File: src/rtl/ds_pkg.sv
// Shared widths, limits and signed types for the delta-sigma modulator.
package ds_pkg;

  localparam int unsigned DATA_W    = 14;
  localparam int unsigned OUT_W     = 4;
  localparam int unsigned ERR_W     = 13;
  localparam int unsigned SUM_W     = 16;
  localparam int unsigned LSB_SHIFT = DATA_W - OUT_W;

  localparam int Q_MAX = 7;
  localparam int Q_MIN = -8;
  localparam int E_MAX = 4095;
  localparam int E_MIN = -4096;

  typedef logic signed [DATA_W-1:0] sample_t;
  typedef logic signed [OUT_W-1:0]  code_t;
  typedef logic signed [ERR_W-1:0]  err_t;
  typedef logic signed [SUM_W-1:0]  sum_t;

endpackage : ds_pkg

File: src/rtl/ds_quantizer.sv
// Combinational 16-level quantizer: floor-divides the loop sum by one output
// LSB, clamps the code, and returns the clamped residual for error feedback.
module ds_quantizer
  import ds_pkg::*;
(
  input  logic signed [SUM_W-1:0] u_i,
  output logic signed [OUT_W-1:0] q_c_o,
  output logic signed [ERR_W-1:0] e_c_o
);

  sum_t q_full;
  sum_t e_full;
  code_t q_sat;
  err_t  e_sat;

  // Quantize with saturation, then form and clamp the residual against the saturated code.
  always_comb begin
    q_full = u_i >>> LSB_SHIFT;
    q_sat  = '0;
    if (q_full > sum_t'(Q_MAX)) begin
      q_sat = code_t'(Q_MAX);
    end else if (q_full < sum_t'(Q_MIN)) begin
      q_sat = code_t'(Q_MIN);
    end else begin
      q_sat = code_t'(q_full);
    end

    e_full = u_i - (sum_t'(q_sat) <<< LSB_SHIFT);
    e_sat  = '0;
    if (e_full > sum_t'(E_MAX)) begin
      e_sat = err_t'(E_MAX);
    end else if (e_full < sum_t'(E_MIN)) begin
      e_sat = err_t'(E_MIN);
    end else begin
      e_sat = err_t'(e_full);
    end
  end

  assign q_c_o = q_sat;
  assign e_c_o = e_sat;

endmodule : ds_quantizer

File: src/rtl/delta_sigma_mod.sv
// Second-order error-feedback delta-sigma modulator: 14-bit PCM in, 4-bit
// noise-shaped code out, one sample per clock, NTF = (1 - z^-1)^2.
module delta_sigma_mod
  import ds_pkg::*;
(
  input  logic                     clk,
  input  logic                     reset,
  input  logic signed [DATA_W-1:0] data_in,
  output logic signed [OUT_W-1:0]  data_out
);

  code_t data_out_q, data_out_d;
  err_t  e1_q, e1_d;
  err_t  e2_q, e2_d;
  sum_t  u_c;
  code_t q_c;
  err_t  e_c;

  // Loop sum x + 2*e1 - e2; 16 bits covers the full range without wrap.
  always_comb begin
    u_c = sum_t'(data_in) + (sum_t'(e1_q) <<< 1) - sum_t'(e2_q);
  end

  ds_quantizer u_quant (
    .u_i   (u_c),
    .q_c_o (q_c),
    .e_c_o (e_c)
  );

  // Next-state: new code out, shift the error history.
  always_comb begin
    data_out_d = q_c;
    e2_d       = e1_q;
    e1_d       = e_c;
  end

  // State registers, cleared asynchronously while reset is low.
  always_ff @(posedge clk or negedge reset) begin
    if (!reset) begin
      data_out_q <= '0;
      e1_q       <= '0;
      e2_q       <= '0;
    end else begin
      data_out_q <= data_out_d;
      e1_q       <= e1_d;
      e2_q       <= e2_d;
    end
  end

  assign data_out = data_out_q;

endmodule : delta_sigma_mod

File: config.mk
export PLATFORM = sky130hd
export DESIGN_NAME = delta_sigma_mod
export DESIGN_NICKNAME = d
export VERILOG_FILES = /design/src/rtl/ds_pkg.sv /design/src/rtl/ds_quantizer.sv /design/src/rtl/delta_sigma_mod.sv
export SDC_FILE = /design/constraint.sdc
export NUM_CORES = 1
export LEC_CHECK = 0
export BUFFER_PORTS_ARGS = -buffer_cell sky130_fd_sc_hd__buf_2
export CORE_MARGIN = 2
export CORE_UTILIZATION = 55
export CTS_BUF_LIST = sky130_fd_sc_hd__clkbuf_16
export DETAILED_ROUTE_END_ITERATION = 8
export PLACE_DENSITY_LB_ADDON = 0.2
export SLEW_MARGIN = 20
export SYNTH_ARGS = -nofsm -noshare
export SYNTH_HDL_FRONTEND = slang
export SYNTH_SLANG_ARGS = --single-unit
File: constraint.sdc
create_clock -name clk -period 14.12 [get_ports clk]
set_clock_uncertainty 0.15 [all_clocks]
set_input_delay 0.706 -clock clk [delete_from_list [all_inputs] [get_ports clk]]
set_output_delay 0.706 -clock clk [all_outputs]
set_load 0.05 [all_outputs]
# [Word-level counts from Yosys, hierarchy flattened]
# Index checks and enable logic that the tools add are counted.
[classes] addsub=3 n_lt_le_gt_ge=4 n_mux=4
[ops] operator="two-way mux 13 bit" count=2
[ops] operator="greater-than comparator 16 x 13 -> 1 bit (second input constant)" count=1
[ops] operator="< comparator 16 x 13 -> 1 bit (second input constant)" count=1
[ops] operator="subtractor 15 x 13 -> 16 bit" count=1
[ops] operator="subtractor 16 x 14 -> 16 bit" count=1
[ops] operator="adder 14 x 14 -> 15 bit" count=1
[ops] operator="two-way mux 4 bit" count=2
[ops] operator="greater-than comparator 6 x 4 -> 1 bit (second input constant)" count=1
[ops] operator="< comparator 6 x 4 -> 1 bit (second input constant)" count=1
[totals] regBits=30 inputBits=16 output_inout_bits=4

# [Longest topological paths before layout]
# Gate-level depths: netlist (run 1).
[depth] word_depth=9 depth_mapped=23 ltp_nobuf=21

# [Modules after synthesis]
# Synthesis (run 1) repeated with hierarchy kept, for this count alone.
[hier_totals] cells_unflattened=298 hier_area_um2=2815.2
[by_module_without_submodules] mod="delta_sigma_mod" n_inst=1 cells_each=192 area_each_um2=1895.6
[by_module_without_submodules] mod="ds_quantizer" n_inst=1 cells_each=106 area_each_um2=919.6

# [Worst setup path before layout (run 1)]
# No wires, ideal clock.
[synth_timing] path_type="input -> register" from="in data_in[1]" to="reg e1_q[5]" setup_ns=0.139 t_arrival_ns=4.679 path_slack_ns=9.152 stages=21 path_buffers=2 cell_sequence="fa_1 ha_1 inv_1 fa_1 nand2b_1 a21oi_2 o2111ai_2 a32oi_2 a221o_1 buf_4 a21oi_1 o21ai_1 ha_1 inv_1 fa_1 a21o_1 a21oi_1 xor2_1 o31a_1 clkbuf_1 o21ai_0"
[synth_between] elab_chain_cells=9 elab_cells_between_ends=11 cone_classes="add/sub: 3; order compare: 4; mux: 4"
[synth_lines] item="start, declared" line="delta_sigma_mod.sv:8" text="input logic signed [DATA_W-1:0] data_in,"
[synth_lines] item="adder 14 x 14 -> 15 bit *" line="delta_sigma_mod.sv:21" text="u_c = sum_t'(data_in) + (sum_t'(e1_q) <<< 1) - sum_t'(e2_q);"
[synth_lines] item="subtractor 15 x 13 -> 16 bit *" line="delta_sigma_mod.sv:21"
[synth_lines] item="< comparator 6 x 4 -> 1 bit" line="ds_quantizer.sv:22" text="end else if (q_full < sum_t'(Q_MIN)) begin"
[synth_lines] item="two-way mux 4 bit" line="ds_quantizer.sv:22"
[synth_lines] item="two-way mux 4 bit *" line="ds_quantizer.sv:20" text="if (q_full > sum_t'(Q_MAX)) begin"
[synth_lines] item="via data_out_d[0]" line="delta_sigma_mod.sv:12" text="code_t data_out_q, data_out_d;"
[synth_lines] item="subtractor 16 x 14 -> 16 bit *" line="ds_quantizer.sv:28" text="e_full = u_i - (sum_t'(q_sat) <<< LSB_SHIFT);"
[synth_lines] item="< comparator 16 x 13 -> 1 bit" line="ds_quantizer.sv:32" text="end else if (e_full < sum_t'(E_MIN)) begin"
[synth_lines] item="two-way mux 13 bit" line="ds_quantizer.sv:32"
[synth_lines] item="two-way mux 13 bit *" line="ds_quantizer.sv:30" text="if (e_full > sum_t'(E_MAX)) begin"
[synth_lines] item="via e1_d[5]" line="delta_sigma_mod.sv:13" text="err_t e1_q, e1_d;"
[synth_lines] item="end signal, assigned" line="delta_sigma_mod.sv:41" text="e1_q <= '0;"
[synth_lines] item="end signal, assigned" line="delta_sigma_mod.sv:45" text="e1_q <= e1_d;"
[synth_lines] item="end, declared" line="delta_sigma_mod.sv:13"
# The timed path passes the listed nets; every way through them passes the cells marked *.

# [Final worst setup path (run 1)]
[layout_timing] from="in data_in[1]" to="reg e1_q[3]"
# The elaborated chain is that of the path after synthesis.

==> flow_summary.json, run 1 <==
{
  "drc": 0,
  "num_vias": 1558,
  "io_buffers": 19,
  "syn_area_per_cell_um2": 9.76,
  "grt_pass1_wl_um": 6780,
  "wl_met1_um": 1810,
  "nets": 305,
  "ys_seq_area_frac": 0.334,
  "worst_path_max_delay_cell": "fa_1",
  "antenna_cells": 0,
  "max_freq_ghz": 0.191,
  "worstHoldPathType": "flop to flop",
  "async_reset_ff_frac": 1.00,
  "drv_slew": 0,
  "antenna_left": 0,
  "h-tree-depth": 2,
  "wl_per_cell_um": 12.7,
  "drv_cap": 0,
  "die_y_um": 67.9,
  "r2r_setup_slack_ns": 9.05,
  "reg2reg_to": "e1_q[3]",
  "path_clk_slew_ns": 0.05,
  "hpwl_um": 2960,
  "finalCritPeriodShare": 0.371,
  "clockBufferDepth": 2,
  "met2_length_um": 1850,
  "cts_setup_buffers": 0,
  "max-slew-margin-rel": 0.552,
  "critPathCaptureType": "flop",
  "setup_tns_ns": 0,
  "synth_ff_type": "dfrtp_1",
  "top_layer_used": "met4",
  "yosysTopAreaCell": "dfrtp_1",
  "slowest_delay_ns": 0.54,
  "routed_wirelength_um": 3860,
  "path_delay_family": "compound AO/OA/AOI/OAI gates",
  "yosysWarnings": 0,
  "io_pins": 20,
  "rsz0062_at_grt": "false",
  "rows": 23,
  "cp_common_cell": "fa_1",
  "worstHoldEndpoint": "e2_q[5]",
  "hold_viol": 0,
  "numClockSinks": 30,
  "crit_path_cell_trace": "buf_2 > fa_1 > ha_1 > inv_1 > fa_1 > nand2b_1 > a21oi_2 > o2111ai_2 > a32oi_2 > a221o_1 > o21ai_0 > o21ai_1 > ha_1 > inv_1 > fa_1 > a21o_1 > a21oi_1 > xor2_1 > o31a_1 > o21ai_0",
  "startpoint_type": "input port",
  "start_util": 0.565,
  "clockRootBuffer": "clkbuf_16",
  "synth_top_area_frac": 0.334,
  "path_buf_inv": 3,
  "cts_resized": 0,
  "synthesis.area_um2": 2240,
  "crit_fanout": 12,
  "worstPathArrival_ns": 5.22,
  "cts_made_buffers": 5,
  "globalRouteOverflowTotal": 0,
  "worstReg2RegStart": "e1_q[0]",
  "antenna_found_initial": 0,
  "grt_usage": 0.203,
  "dr.pass1.iters": 4,
  "die_area_um2": 4610,
  "finalSetupViolCount": 0,
  "die_w_um": 67.9,
  "cts_hold_buf": 0,
  "drive_gt1_frac": 0.150,
  "clk_latency_ns": 0.28,
  "yosys-top-cells-count": "60 x inv_1, 30 x dfrtp_1, 21 x ha_1",
  "syn_inst": 230,
  "yosysMostFrequentCell": "inv_1",
  "whs_path_depth": 0,
  "reg2reg_depth": 19,
  "tightest_slew_ns": 0.673,
  "grt_pass1_vias": 1553,
  "multi_input_area_um2": 1250,
  "fin_crit_ns": 5.24,
  "grt_max_degree": 31,
  "synth.area.top_cells": "dfrtp_1 33%, fa_1 13%, ha_1 12%",
  "fin_area_um2": 2580,
  "core_area_um2": 3970,
  "drt_iter0_markers": 90,
  "synth_enable_flop_cells": 0,
  "crit_type": "input port to flop",
  "synth_nets": 282,
  "area_delta_synth_final_pct": 14.8,
  "wl_met3_um": 111,
  "ys_ff_latch": 30,
  "regArea_um2": 751,
  "crit_required_ns": 14.10,
  "cts_tree": "built",
  "cp.depth": 20,
  "place_area_um2": 2390,
  "avgViaCountPerCell": 5.13,
  "place_congestion": 0.866,
  "ys_types": 36,
  "fill_cells": 332,
  "status": "finished, final reports clean",
  "min-delay-start": "e1_q[5]"
}
## through the flow
stage | std cells | setup slack, ns | hold WS [ns] | util
final | 304 | 8.88 | 0.223 | 0.649
after global placement | 296 | 8.76 | 0.210 | 0.601
after global routing | 304 | 8.43 | 0.233 | 0.649
after detailed placement | 296 | 8.63 | 0.210 | 0.601
after CTS | 304 | 8.88 | 0.224 | 0.649
after floorplan | 230 | 9.15 | 0.204 | -
## layout by cell type (no fill, tap or decap), types with 2 or more instances in the layout
cell type  instances
fa_1              15
xor2_1             8
nand2_1            8
a21oi_1           20
nor2_1             6
inv_1             60
and3_1             2
buf_2             19
o21a_1             2
nor2b_1            3
dfrtp_1           30
a21o_1             8
clkbuf_16          5
a21oi_2            4
ha_1              21
xnor2_1            5
o21ai_0           12
o21ai_1            3
bufinv_16          2
nand2b_1           3
## flip-flops by register name, indices dropped and copies added, names as in the netlist
| register | cells |
|---|---|
| e2_q | 13 |
| data_out | 4 |
| e1_q | 13 |
## final cells by class
cell class                 count  share of cell area
multi-input combinational    136               0.485
sequential                    30               0.291
inverter                      61              0.0889
clock buffer                   5              0.0486
timing repair buffer          19              0.0369
clock inverter                 3              0.0248
tap                           50              0.0243
## kinds of logic (layout without fill, tap and decap cells)
group                      Yosys count  count (layout)  synth area share
buffers and inverters               64              88             0.109
AOI/OAI and AO/OA                   59              59             0.182
adders and majority gates           36              36             0.251
DFF                                 30              30             0.334
and+or+nand+nor                     26              26            0.0591
xor gates and xnor gates            14              14            0.0580
muxes                                1               1           0.00669
## worst max path at each step
stage | startpoint | end | slack (ns)
2_1_floorplan | data_in[1] | e1_q[5] | 9.15
3_3_place_gp | data_in[1] | e1_q[6] | 8.76
3_5_place_dp | data_in[1] | e1_q[3] | 8.63
4_1_cts | data_in[1] | e1_q[3] | 8.88
5_1_grt | data_in[1] | e1_q[6] | 8.43
6_report | data_in[1] | e1_q[3] | 8.88
## layer usage
| metal | GRT usage | vias up |
|---|---|---|
| li1 | - | 779 |
| met1 | 0.258 | 756 |
| met2 | 0.327 | 15 |
| met3 | 0.0543 | 8 |
| met4 | 0.0900 | 0 |
| met5 | 0 | - |
Power of run 1 is not shown: default switching activity piles up to over one toggle a cycle in this logic, so the estimate is an artifact.
==> run 2: changes to the inputs <==
- clock period: 14.12 -> 5.2 ns (I/O delays scaled with it)
==> flow_summary.json, run 2 (same netlist as run 1, synthesis figures left out) <==
{
  "status": "finished, final reports clean",
  "wl_per_cell_um": 12.6,
  "worstHoldPathType": "input port to flop",
  "drive_gt1_frac": 0.160,
  "io_buffers": 19,
  "drc": 0,
  "h-tree-depth": 2,
  "grt_max_degree": 31,
  "hpwl_um": 2980,
  "place_congestion": 0.860,
  "startpoint_type": "flop",
  "routed_wirelength_um": 3880,
  "dr.pass1.iters": 4,
  "critPathCaptureType": "flop",
  "fin_crit_ns": 4.79,
  "antenna_cells": 0,
  "grt_pass1_vias": 1502,
  "antenna_left": 0,
  "area_delta_synth_final_pct": 15.9,
  "setup_tns_ns": 0,
  "crit_fanout": 12,
  "globalRouteOverflowTotal": 0,
  "die_w_um": 67.9,
  "die_area_um2": 4610,
  "rsz0062_at_grt": "false",
  "clk_latency_ns": 0.28,
  "start_util": 0.565,
  "rows": 23,
  "max_freq_ghz": 0.209,
  "crit_type": "flop to flop",
  "die_y_um": 67.9,
  "final_common_cell": "inv_1",
  "avgViaCountPerCell": 5.01,
  "io_pins": 20,
  "num_vias": 1537,
  "tightest_slew_ns": 0.689,
  "max-slew-margin-rel": 0.540,
  "drt_iter0_markers": 60,
  "finalCritPeriodShare": 0.920,
  "grt_usage": 0.202,
  "numClockSinks": 30,
  "crit_required_ns": 5.19,
  "cts_setup_buffers": 0,
  "nets": 308,
  "drv_slew": 0,
  "path_clk_slew_ns": 0.05,
  "clockRootBuffer": "clkbuf_16",
  "grt_pass1_wl_um": 6730,
  "worstPathArrival_ns": 4.78,
  "cts_tree": "built",
  "hold_viol": 0,
  "drv_cap": 0,
  "final_cell_mix": "60 x inv_1, 30 x dfrtp_1, 21 x ha_1",
  "core_area_um2": 3970,
  "antenna_found_initial": 0,
  "clockBufferDepth": 2,
  "cts_made_buffers": 5,
  "finalSetupViolCount": 0
}
## run 2: cell type report
| class | count | area [um2] |
|---|---|---|
| Clock buffer | 5 | 125 |
| Clock inverter | 3 | 63.8 |
| Fill cell | 346 | 1370 |
| Inverter | 61 | 229 |
| Multi-Input combinational cell | 136 | 1250 |
| Sequential cell | 30 | 751 |
| Tap cell | 50 | 62.6 |
| Timing Repair Buffer | 22 | 120 |
## run 2: path summary, 6_finish.rpt
check	startpoint	end	slack (ns)	depth (start not counted)
setup / recovery	e1_q[0]	e1_q[9]	0.41	19
hold / removal	data_in[0]	e1_q[0]	0.20	4
setup reg to reg	e1_q[0]	e1_q[9]	0.41	19
hold reg to reg	e1_q[4]	e2_q[4]	0.22	0
max in group asynchronous	reset	e1_q[0]	4.04	2
min in group asynchronous	reset	e2_q[7]	0.41	2
## run 2: critical path, cell delays in order, from the launching register on
cell and delay (ns):
dfrtp_1 0.39, fa_1 0.51, ha_1 0.16, inv_1 0.05, fa_1 0.38, nand2b_1 0.19, a21oi_2 0.18, o2111ai_2 0.16
a32oi_2 0.27, xor2_2 0.28, a21oi_1 0.11, o21ai_1 0.18, ha_1 0.17, inv_1 0.06, fa_1 0.40, a21o_1 0.19
a21oi_1 0.16, xor2_1 0.20, a31o_2 0.32, o21ai_0 0.13
## run 2: layer usage
metal  global-route usage  wire length, um  vias to the layer above  part of all wire
met1                0.263             1760                      720              0.45
li1                     -                -                      784                 -
met4               0.0750               64                        0             0.017
met5                    0                0                        -                 0
met3               0.0543              166                        7             0.043
met2                0.326             1890                       26              0.49
## run 2: timing repair
| action | in CTS | in global routing |
|---|---|---|
| resized for setup | 0 | 1 |
| hold endpoints to repair | 30 | 0 |
| hold buffers | 1 | 0 |
| setup endpoints to repair | 0 | 12 |
## run 2: through the flow
| stage | setup slack [ns] | cell area (um2) | util | hold slack, ns | std cells |
|---|---|---|---|---|---|
| after detailed placement | 0.244 | 2400 | 0.605 | 0.196 | 298 |
| after global routing | 0.00795 | 2600 | 0.655 | 0.228 | 307 |
| final | 0.415 | 2600 | 0.655 | 0.198 | 307 |
| after floorplan | 0.589 | 2240 | - | -0.186 | 230 |
| after CTS | 0.239 | 2600 | 0.655 | 0.197 | 307 |
| after global placement | 0.383 | 2400 | 0.605 | 0.187 | 298 |
Power of run 2 is left out for the same reason.
